<file path="config.mk">
export PLATFORM = sky130hd
export DESIGN_NAME = bcd_display_sequencer
export DESIGN_NICKNAME = d
export VERILOG_FILES = /design/src/rtl/bcd_display_sequencer.sv
export SDC_FILE = /design/constraint.sdc
export NUM_CORES = 1
export LEC_CHECK = 0
export CORE_MARGIN = 2
export CORE_UTILIZATION = 40
export CTS_CLUSTER_SIZE = 12
export DETAILED_ROUTE_END_ITERATION = 8
export GPL_TIMING_DRIVEN = 0
export SLEW_MARGIN = 20
export SYNTH_ARGS = -nofsm -noshare
export SYNTH_HDL_FRONTEND = slang
export SYNTH_SLANG_ARGS = --single-unit
</file>
<file path="constraint.sdc">
create_clock -name clk -period 5.3 [get_ports clk]
set_clock_uncertainty 0.15 [all_clocks]
set_input_delay 1.06 -clock clk [delete_from_list [all_inputs] [get_ports clk]]
set_output_delay 1.06 -clock clk [all_outputs]
set_load 0.02 [all_outputs]
</file>
<file path="src/rtl/bcd_display_sequencer.sv">
// bcd_display_sequencer
//   Converts a 16-bit unsigned value to four packed BCD digits by double-dabble.
//   The conversion takes a fixed 18 cycles. The last converted value is
//   time-multiplexed onto a common-anode 4-digit 7-segment display.
//
// Parameters
//   REFRESH_DIV  clock cycles each digit stays selected (>= 2)
//
// Build option
//   BCD_LEADING_ZERO_BLANK_EN  when defined, leading-zero digits (never the
//                              ones digit) are blanked and their anode is
//                              released. When undefined, blank is held at 0.
//
// Ports
//   clk       system clock, rising edge
//   reset     asynchronous, active-high
//   start     conversion request, sampled in IDLE only
//   binary    value to convert, captured on the accepting edge
//   busy      high from LOAD through the last SHIFT cycle
//   done      one-cycle pulse when bcd/overflow update
//   bcd       {thousands, hundreds, tens, ones}, registered
//   overflow  last converted value was > 9999 (bcd then reads 9999)
//   an        active-low one-hot anode select, bit 0 = ones digit
//   digit     BCD nibble of the selected position
//   blank     selected position must be dark
module bcd_display_sequencer #(
    parameter int REFRESH_DIV = 50000
) (
    input  logic        clk,
    input  logic        reset,
    input  logic        start,
    input  logic [15:0] binary,
    output logic        busy,
    output logic        done,
    output logic [15:0] bcd,
    output logic        overflow,
    output logic [3:0]  an,
    output logic [3:0]  digit,
    output logic        blank
);

    localparam int RW = $clog2(REFRESH_DIV);

    typedef enum logic [1:0] {IDLE, LOAD, SHIFT, DONE} state_t;

    state_t      state, state_next;
    logic [15:0] shreg;
    logic [15:0] scratch;
    logic [15:0] scratch_adj;
    logic [4:0]  iter;
    logic        ovf_cand;

    // ---------------- conversion FSM ----------------
    always_ff @(posedge clk or posedge reset) begin
        if (reset) state <= IDLE;
        else       state <= state_next;
    end

    always_comb begin
        state_next = state;
        case (state)
            IDLE:  if (start) state_next = LOAD;
            LOAD:  state_next = SHIFT;
            SHIFT: if (iter == 5'd15) state_next = DONE;
            DONE:  state_next = IDLE;
            default: state_next = IDLE;
        endcase
    end

    assign busy = (state == LOAD) || (state == SHIFT);

    // Add-3 correction on every nibble >= 5, applied before the shift.
    always_comb begin
        scratch_adj = scratch;
        for (int n = 0; n < 4; n++) begin
            if (scratch[4*n +: 4] >= 4'd5)
                scratch_adj[4*n +: 4] = scratch[4*n +: 4] + 4'd3;
        end
    end

    always_ff @(posedge clk or posedge reset) begin
        if (reset) begin
            shreg    <= '0;
            scratch  <= '0;
            iter     <= '0;
            ovf_cand <= 1'b0;
            bcd      <= '0;
            overflow <= 1'b0;
            done     <= 1'b0;
        end else begin
            done <= 1'b0;
            case (state)
                IDLE: begin
                    if (start) begin
                        shreg    <= binary;
                        ovf_cand <= (binary > 16'd9999);
                    end
                end
                LOAD: begin
                    scratch <= '0;
                    iter    <= '0;
                end
                SHIFT: begin
                    // scratch[15] falls off; binary MSB enters scratch[0].
                    scratch <= {scratch_adj[14:0], shreg[15]};
                    shreg   <= {shreg[14:0], 1'b0};
                    iter    <= iter + 5'd1;
                end
                DONE: begin
                    // Output registers change only here, so the scan never
                    // sees a partially converted value.
                    bcd      <= ovf_cand ? 16'h9999 : scratch;
                    overflow <= ovf_cand;
                    done     <= 1'b1;
                end
                default: ;
            endcase
        end
    end

    // ---------------- display scanner ----------------
    logic [RW-1:0] refresh_cnt;
    logic [1:0]    idx;
    logic [1:0]    idx_next;
    logic          wrap;
    logic          blank_next;
    logic [3:0]    an_next;
    logic [3:0]    one_hot;

    assign wrap     = (refresh_cnt == RW'(REFRESH_DIV - 1));
    assign idx_next = wrap ? idx + 2'd1 : idx;
    assign one_hot  = 4'b0001 << idx_next;

`ifdef BCD_LEADING_ZERO_BLANK_EN
    // A position is dark when it and every higher nibble are zero.
    always_comb begin
        blank_next = 1'b0;
        case (idx_next)
            2'd3: blank_next = (bcd[15:12] == 4'd0);
            2'd2: blank_next = (bcd[15:8]  == 8'd0);
            2'd1: blank_next = (bcd[15:4]  == 12'd0);
            default: blank_next = 1'b0;
        endcase
    end
`else
    assign blank_next = 1'b0;
`endif

    assign an_next = blank_next ? 4'b1111 : ~one_hot;

    // digit/blank track the registered bcd, so they follow a bcd update one
    // cycle later; on a coincident wrap the new index picks up the new bcd on
    // the following edge.
    always_ff @(posedge clk or posedge reset) begin
        if (reset) begin
            refresh_cnt <= '0;
            idx         <= '0;
            an          <= 4'b1110;
            digit       <= '0;
            blank       <= 1'b0;
        end else begin
            refresh_cnt <= wrap ? '0 : refresh_cnt + RW'(1);
            idx         <= idx_next;
            an          <= an_next;
            digit       <= bcd[4*idx_next +: 4];
            blank       <= blank_next;
        end
    end

endmodule

</file>
==> results of run 1 <==
flip-flops by register name (all words and copies together) (netlist names):
| register | flops |
|---|---|
| an | 4 |
| bcd | 16 |
| digit | 4 |
| done | 1 |
| idx | 2 |
| iter | 5 |
| overflow | 1 |
| ovf_cand | 1 |
| refresh_cnt | 16 |
| scratch | 16 |
| shreg | 16 |
| state | 2 |
routing by layer:
layer / track usage (%) / wire length, µm / vias up
li1: - / - / 1460
met1: 21.66 / 3961 / 1406
met2: 26.36 / 3919 / 43
met3: 2.945 / 246 / 10
met4: 5.212 / 99 / 0
met5: 0 / 0 / -
area by class of cell:
class / instances / area, µm²
plain buffers: 20 / 78.83
inverters: 39 / 148.9
flip-flops and latches: 84 / 2106
repair buffers: 46 / 478.0
clock inverters: 6 / 46.29
clock buffers: 10 / 137.6
multi-input cells: 252 / 1674
well taps: 133 / 166.4
fillers: 928 / 4893
cell families after synthesis:
| logic type | Yosys count |
|---|---|
| muxes | 30 |
| DFF | 84 |
| other | 1 |
| and+or+nand+nor | 104 |
| adders and majority gates | 14 |
| AOI/OAI and AO/OA | 84 |
| buffers and inverters | 59 |
| xor gates and xnor gates | 19 |
stage by stage:
| stage | cell area [µm²] | util, % | setup WS [ns] |
|---|---|---|---|
| after floorplan | 4005 | - | 1.930 |
| after global placement | 4622 | 47.51 | 0.4636 |
| after detailed placement | 4652 | 47.81 | 2.583 |
| after CTS | 4836 | 49.70 | 2.195 |
| after global routing | 4836 | 49.70 | 2.104 |
| final | 4836 | 49.70 | 2.201 |
power groups by stage:
stage	Clock (mW)	Sequential (mW)	Combinational, mW
finish	0.432	0.845	0.755
CTS	0.446	0.846	0.769
detailed placement	0	0.858	0.766
global route	0.471	0.864	0.842
global placement	0	0.855	0.745
floorplan	0	0.891	0.447
worst max-delay path: stages, from the launching register on:
cell	delay (ns)
dfrtp_1	0.38
inv_1	0.07
ha_1	0.43
clkdlybuf4s50_1	0.66
worst min-delay path by stage:
stage	to	cells past startpoint
after detailed placement	shreg[9]$_DFFE_PP0P_	2
after floorplan	refresh_cnt[0]$_DFF_PP0_	1
after CTS	shreg[9]$_DFFE_PP0P_	2
final	shreg[11]$_DFFE_PP0P_	2
after global routing	shreg[9]$_DFFE_PP0P_	2
after global placement	shreg[9]$_DFFE_PP0P_	2
Yosys cell counts, types with 7 or more instances:
master    instances
mux2_2            7
nor2_1           18
ha_1             14
xor2_1            8
dfrtp_1          81
o21ai_0          46
xnor2_1          10
mux2i_1          23
o22ai_1          18
nand2_1          36
and3_1            7
nand3_1          10
nand2b_1          9
a21oi_1          11
inv_1            39
clkbuf_1         15
==> results.json, run 1 <==
{
  "critical_path_class": "flop to output port",
  "post_cts_buffers": 0,
  "reg2reg_from": "refresh_cnt[11]$_DFF_PP0_",
  "diodes": 0,
  "drtIter0Drc": 92,
  "drive_gt1_share_pct": 7.221,
  "hold_path_startpoint": "shreg[11]$_DFFE_PP0P_",
  "fmax_mhz": 322.6,
  "sequentialPowerShare_pct": 41.6,
  "hold_violations": 0,
  "final_cell_mix": "dfrtp_1, o21ai_0, clkdlybuf4s50_1, inv_1, nand2_1",
  "clkPwrFrac_pct": 21.2,
  "vdd_ir_drop_max_mv": 0.1705,
  "fin_tns_setup_ns": 0,
  "cp.required_ns": 4.09,
  "synth_area_leaders": "dfrtp_1, mux2i_1, o21ai_0, ha_1, inv_1",
  "hp-class": "flop to flop",
  "synth-compound-area-share_pct": 11.87,
  "numCtsBuffers": 9,
  "wl_per_cell_um": 13.94,
  "overflow": 0,
  "crit_start": "state[0]$_DFFE_PP0P_",
  "grtUsageTotal_pct": 16.09,
  "area_growth_pct": 20.74,
  "synth_fa_ha_area_share_pct": 4.374,
  "layout_commonest_cell": "dfrtp_1",
  "arrival_ns": 1.89,
  "netSwitchingPower_uw": 789.9,
  "cp-start-kind": "flop",
  "hold_ws_ns": 0.3357,
  "clock_sinks": 84,
  "period_minus_slack_ns": 3.099,
  "synth_edf_count": 0,
  "max-cap-violations": 0,
  "num_vias": 2919,
  "yosysWarnings": 0,
  "synth_top_cell_area_share_pct": 50.61,
  "antenna_found_initial": 0,
  "synthSimpleGateAreaFrac_pct": 13.40,
  "worst_pin_slew_ns": 0.6692,
  "io_pins": 47,
  "antenna_left": 0,
  "clk_path_buf_depth": 2,
  "routed_wirelength_um": 8227,
  "portBuffers": 45,
  "power_density_nw_per_um2": 420.3,
  "vias_per_cell": 4.947,
  "synth-xor-area-share_pct": 4.342,
  "tritoncts": "built",
  "crit_path_max_fanout": 7,
  "postSynthCellCount": 395,
  "switching_share_pct": 38.86,
  "relSlewSlack_pct": 55.39,
  "finalNetCount": 485,
  "start_util_pct": 41.17,
  "die_area_um2": 10830,
  "die-height_um": 104.1,
  "rows": 36,
  "ys_ff_latch": 84,
  "final_cell_count_no_fill": 590,
  "r2r_cells": 4,
  "r2r_slack_ns": 2.90,
  "clock_latency_ns": 0.35,
  "synthArstFlopShare_pct": 100.0,
  "cts_max_level": 3,
  "seq_area_frac_synth_pct": 52.58,
  "crit_end": "busy",
  "synth.distinct_cells": 40,
  "report.final.slew_viol_count": 0,
  "synth_nets": 428,
  "totalPowerFinal_mw": 2.032,
  "die_width_um": 104.1,
  "period_share_pct": 58.48,
  "p_comb_share_pct": 37.2,
  "fp.coreArea_um2": 9729,
  "regToRegEndpoint": "digit[3]$_DFF_PP0_",
  "drc": 0,
  "grt_start_max_net_pins": 49,
  "grt_pass1_wl_um": 14280,
  "first_global_vias": 2982,
  "rsz0062_at_grt": "no",
  "status": "completed",
  "setup_viol": 0,
  "muxShareOfSynthArea_pct": 7.716,
  "path_clk_slew_ns": 0.10,
  "gp_congestion": 0.8045,
  "clock-root-buffer": "clkbuf_8",
  "placed_cells": 574,
  "dr.pass1.iters": 4,
  "cp-end-kind": "output port",
  "synthFlopType": "dfrtp_1",
  "avgSynthCellArea_um2": 10.14,
  "synth_area_um2": 4005,
  "cts-resized-gates": 0,
  "hpwl_um": 5882,
  "intPower_mw": 1.243,
  "p_leak_nw": 2.040,
  "synth_top_family_by_area": "simple AND/OR/NAND/NOR gates",
  "hold_buffers": 0,
  "yosys.area.top_type": "dfrtp_1"
}
Power figures use the tool's default switching activity.
==> run 2: changes to the inputs <==
==> constraint.sdc (replaced) <==
create_clock -name clk -period 2.6 [get_ports clk]
set_clock_uncertainty 0.15 [all_clocks]
set_input_delay 0.52 -clock clk [delete_from_list [all_inputs] [get_ports clk]]
set_output_delay 0.52 -clock clk [all_outputs]
set_load 0.02 [all_outputs]
==> run 2 against run 1 <==
Flip-flop and latch count unchanged. Cell count is 0.34% higher. Cell area rose by 1.7%. Non-clock buffer count increased by 2. Sequential power up 100%. First-iteration DRC count up 41%. Critical path depth is 3 higher. Power increased by 110%. Largest cell class unchanged. Clock power up 150%. Via count grew 2.4%.
==> results.json, run 2 (synthesis gave the netlist of run 1 again) <==
{
  "die_width_um": 104.1,
  "arrival_ns": 2.51,
  "grt_pass1_wl_um": 14200,
  "power_density_nw_per_um2": 878.7,
  "hp-class": "input pin to async pin",
  "hold_buffers": 0,
  "rsz0062_at_grt": "no",
  "clock-root-buffer": "clkbuf_8",
  "area_growth_pct": 22.77,
  "p_leak_nw": 2.081,
  "clk_path_buf_depth": 2,
  "totalPowerFinal_mw": 4.321,
  "diodes": 0,
  "regToRegEndpoint": "shreg[11]$_DFFE_PP0P_",
  "die_area_um2": 10830,
  "routed_wirelength_um": 8139,
  "hpwl_um": 5859,
  "fill_cells": 939,
  "final_core_util_pct": 50.54,
  "final_cell_mix": "dfrtp_1, o21ai_0, clkdlybuf4s50_1, inv_1, nand2_1",
  "portBuffers": 45,
  "die-height_um": 104.1,
  "clock_sinks": 84,
  "area.sequential_um2": 2106,
  "tritoncts": "built",
  "path_clk_slew_ns": 0.09,
  "dp_worst_setup_slack_ns": 0.1571,
  "fin_tns_setup_ns": 0,
  "period_minus_slack_ns": 2.429,
  "worst_pin_slew_ns": 0.6897,
  "antenna_found_initial": 0,
  "cp.required_ns": 2.68,
  "num_vias": 2989,
  "dr.pass1.iters": 4,
  "cp-start-kind": "flop",
  "post_cts_buffers": 0,
  "clock_latency_ns": 0.36,
  "io_pins": 47,
  "relSlewSlack_pct": 54.02,
  "first_global_vias": 2983,
  "overflow": 0,
  "report.final.slew_viol_count": 0,
  "vias_per_cell": 5.049,
  "setup_viol": 0,
  "drtIter0Drc": 130,
  "vdd_ir_drop_max_mv": 0.3653,
  "max-cap-violations": 0,
  "fmax_mhz": 411.6,
  "cp-end-kind": "flop",
  "antenna_left": 0,
  "rows": 36,
  "cts_max_level": 3,
  "drive_gt1_share_pct": 7.625,
  "r2r_slack_ns": 0.17,
  "status": "completed",
  "grtUsageTotal_pct": 16.10,
  "layout_setup_ws_ns": 0.1705,
  "hold_violations": 0,
  "r2r_cells": 6,
  "wl_per_cell_um": 13.75,
  "period_share_pct": 93.44,
  "layout_commonest_cell": "dfrtp_1",
  "start_util_pct": 41.17,
  "grt_start_max_net_pins": 28,
  "finalNetCount": 487,
  "fp.coreArea_um2": 9729,
  "reg2reg_from": "state[0]$_DFFE_PP0P_",
  "critical_path_class": "flop to flop",
  "multi_input_area_um2": 1674,
  "drc": 0,
  "crit_path_max_fanout": 10,
  "numCtsBuffers": 9,
  "gp_congestion": 0.7926
}
-- run 2: changes by cell type in the layout (fill, tap and decap cells not counted), sizes merged --
cell / previous run / this run
buf: 6 / 8
bufinv: 0 / 2
clkbuf: 25 / 24
clkdlybuf4s50: 45 / 44
clkinv: 2 / 1
clkinvlp: 2 / 3
dlymetal6s2s: 0 / 1
inv: 41 / 40
-- run 2: per-stage QoR --
stage               hold WS, ns  cell area [µm²]  instances
floorplan                0.2979             4009        395
global placement         0.3142             4626        573
detailed placement       0.3212             4693        576
CTS                      0.3334             4915        592
global route             0.3606             4917        592
finish                   0.3363             4917        592
-- run 2: layout make-up --
type / count / area share (%)
repair buffers: 48 / 10.59
clock buffers: 9 / 2.519
well taps: 133 / 3.384
multi-input cells: 252 / 34.05
flip-flops and latches: 84 / 42.82
clock inverters: 7 / 1.985
inverters: 39 / 3.053
plain buffers: 20 / 1.603
-- run 2: report_power, final --
part	switching [mW]	total (mW)	internal, mW
sequential	0.157	1.72	1.57
clock	0.509	1.06	0.546
combinational	0.952	1.54	0.590
total	1.62	4.32	2.70
-- run 2: worst max-delay path, stage by stage, from the launching register on --
cell and delay (ns):
dfrtp_1 0.40, inv_1 0.09, ha_1 0.19, buf_1 0.53, buf_1 0.60, mux2i_1 0.26
o21ai_0 0.09
-- run 2: timing repair --
action                                 CTS  global route
setup endpoints to repair                0             1
endpoints found under the hold margin    0             0
resized for setup                        0             1
-- run 2: worst max-delay path by stage --
stage / endpoint / start
final: shreg[11]$_DFFE_PP0P_ / state[0]$_DFFE_PP0P_
after global routing: shreg[9]$_DFFE_PP0P_ / state[0]$_DFFE_PP0P_
after CTS: busy / state[1]$_DFFE_PP0P_
after detailed placement: shreg[11]$_DFFE_PP0P_ / state[0]$_DFFE_PP0P_
after global placement: digit[2]$_DFF_PP0_ / reset
after floorplan: digit[0]$_DFF_PP0_ / refresh_cnt[11]$_DFF_PP0_
-- run 2: layer usage --
layer | track usage (%) | wire length, µm | up-vias
met5 | 0 | 0 | -
met4 | 5.598 | 70 | 0
met3 | 3.446 | 240 | 4
met2 | 26.13 | 3921 | 38
met1 | 21.43 | 3907 | 1475
li1 | - | - | 1472
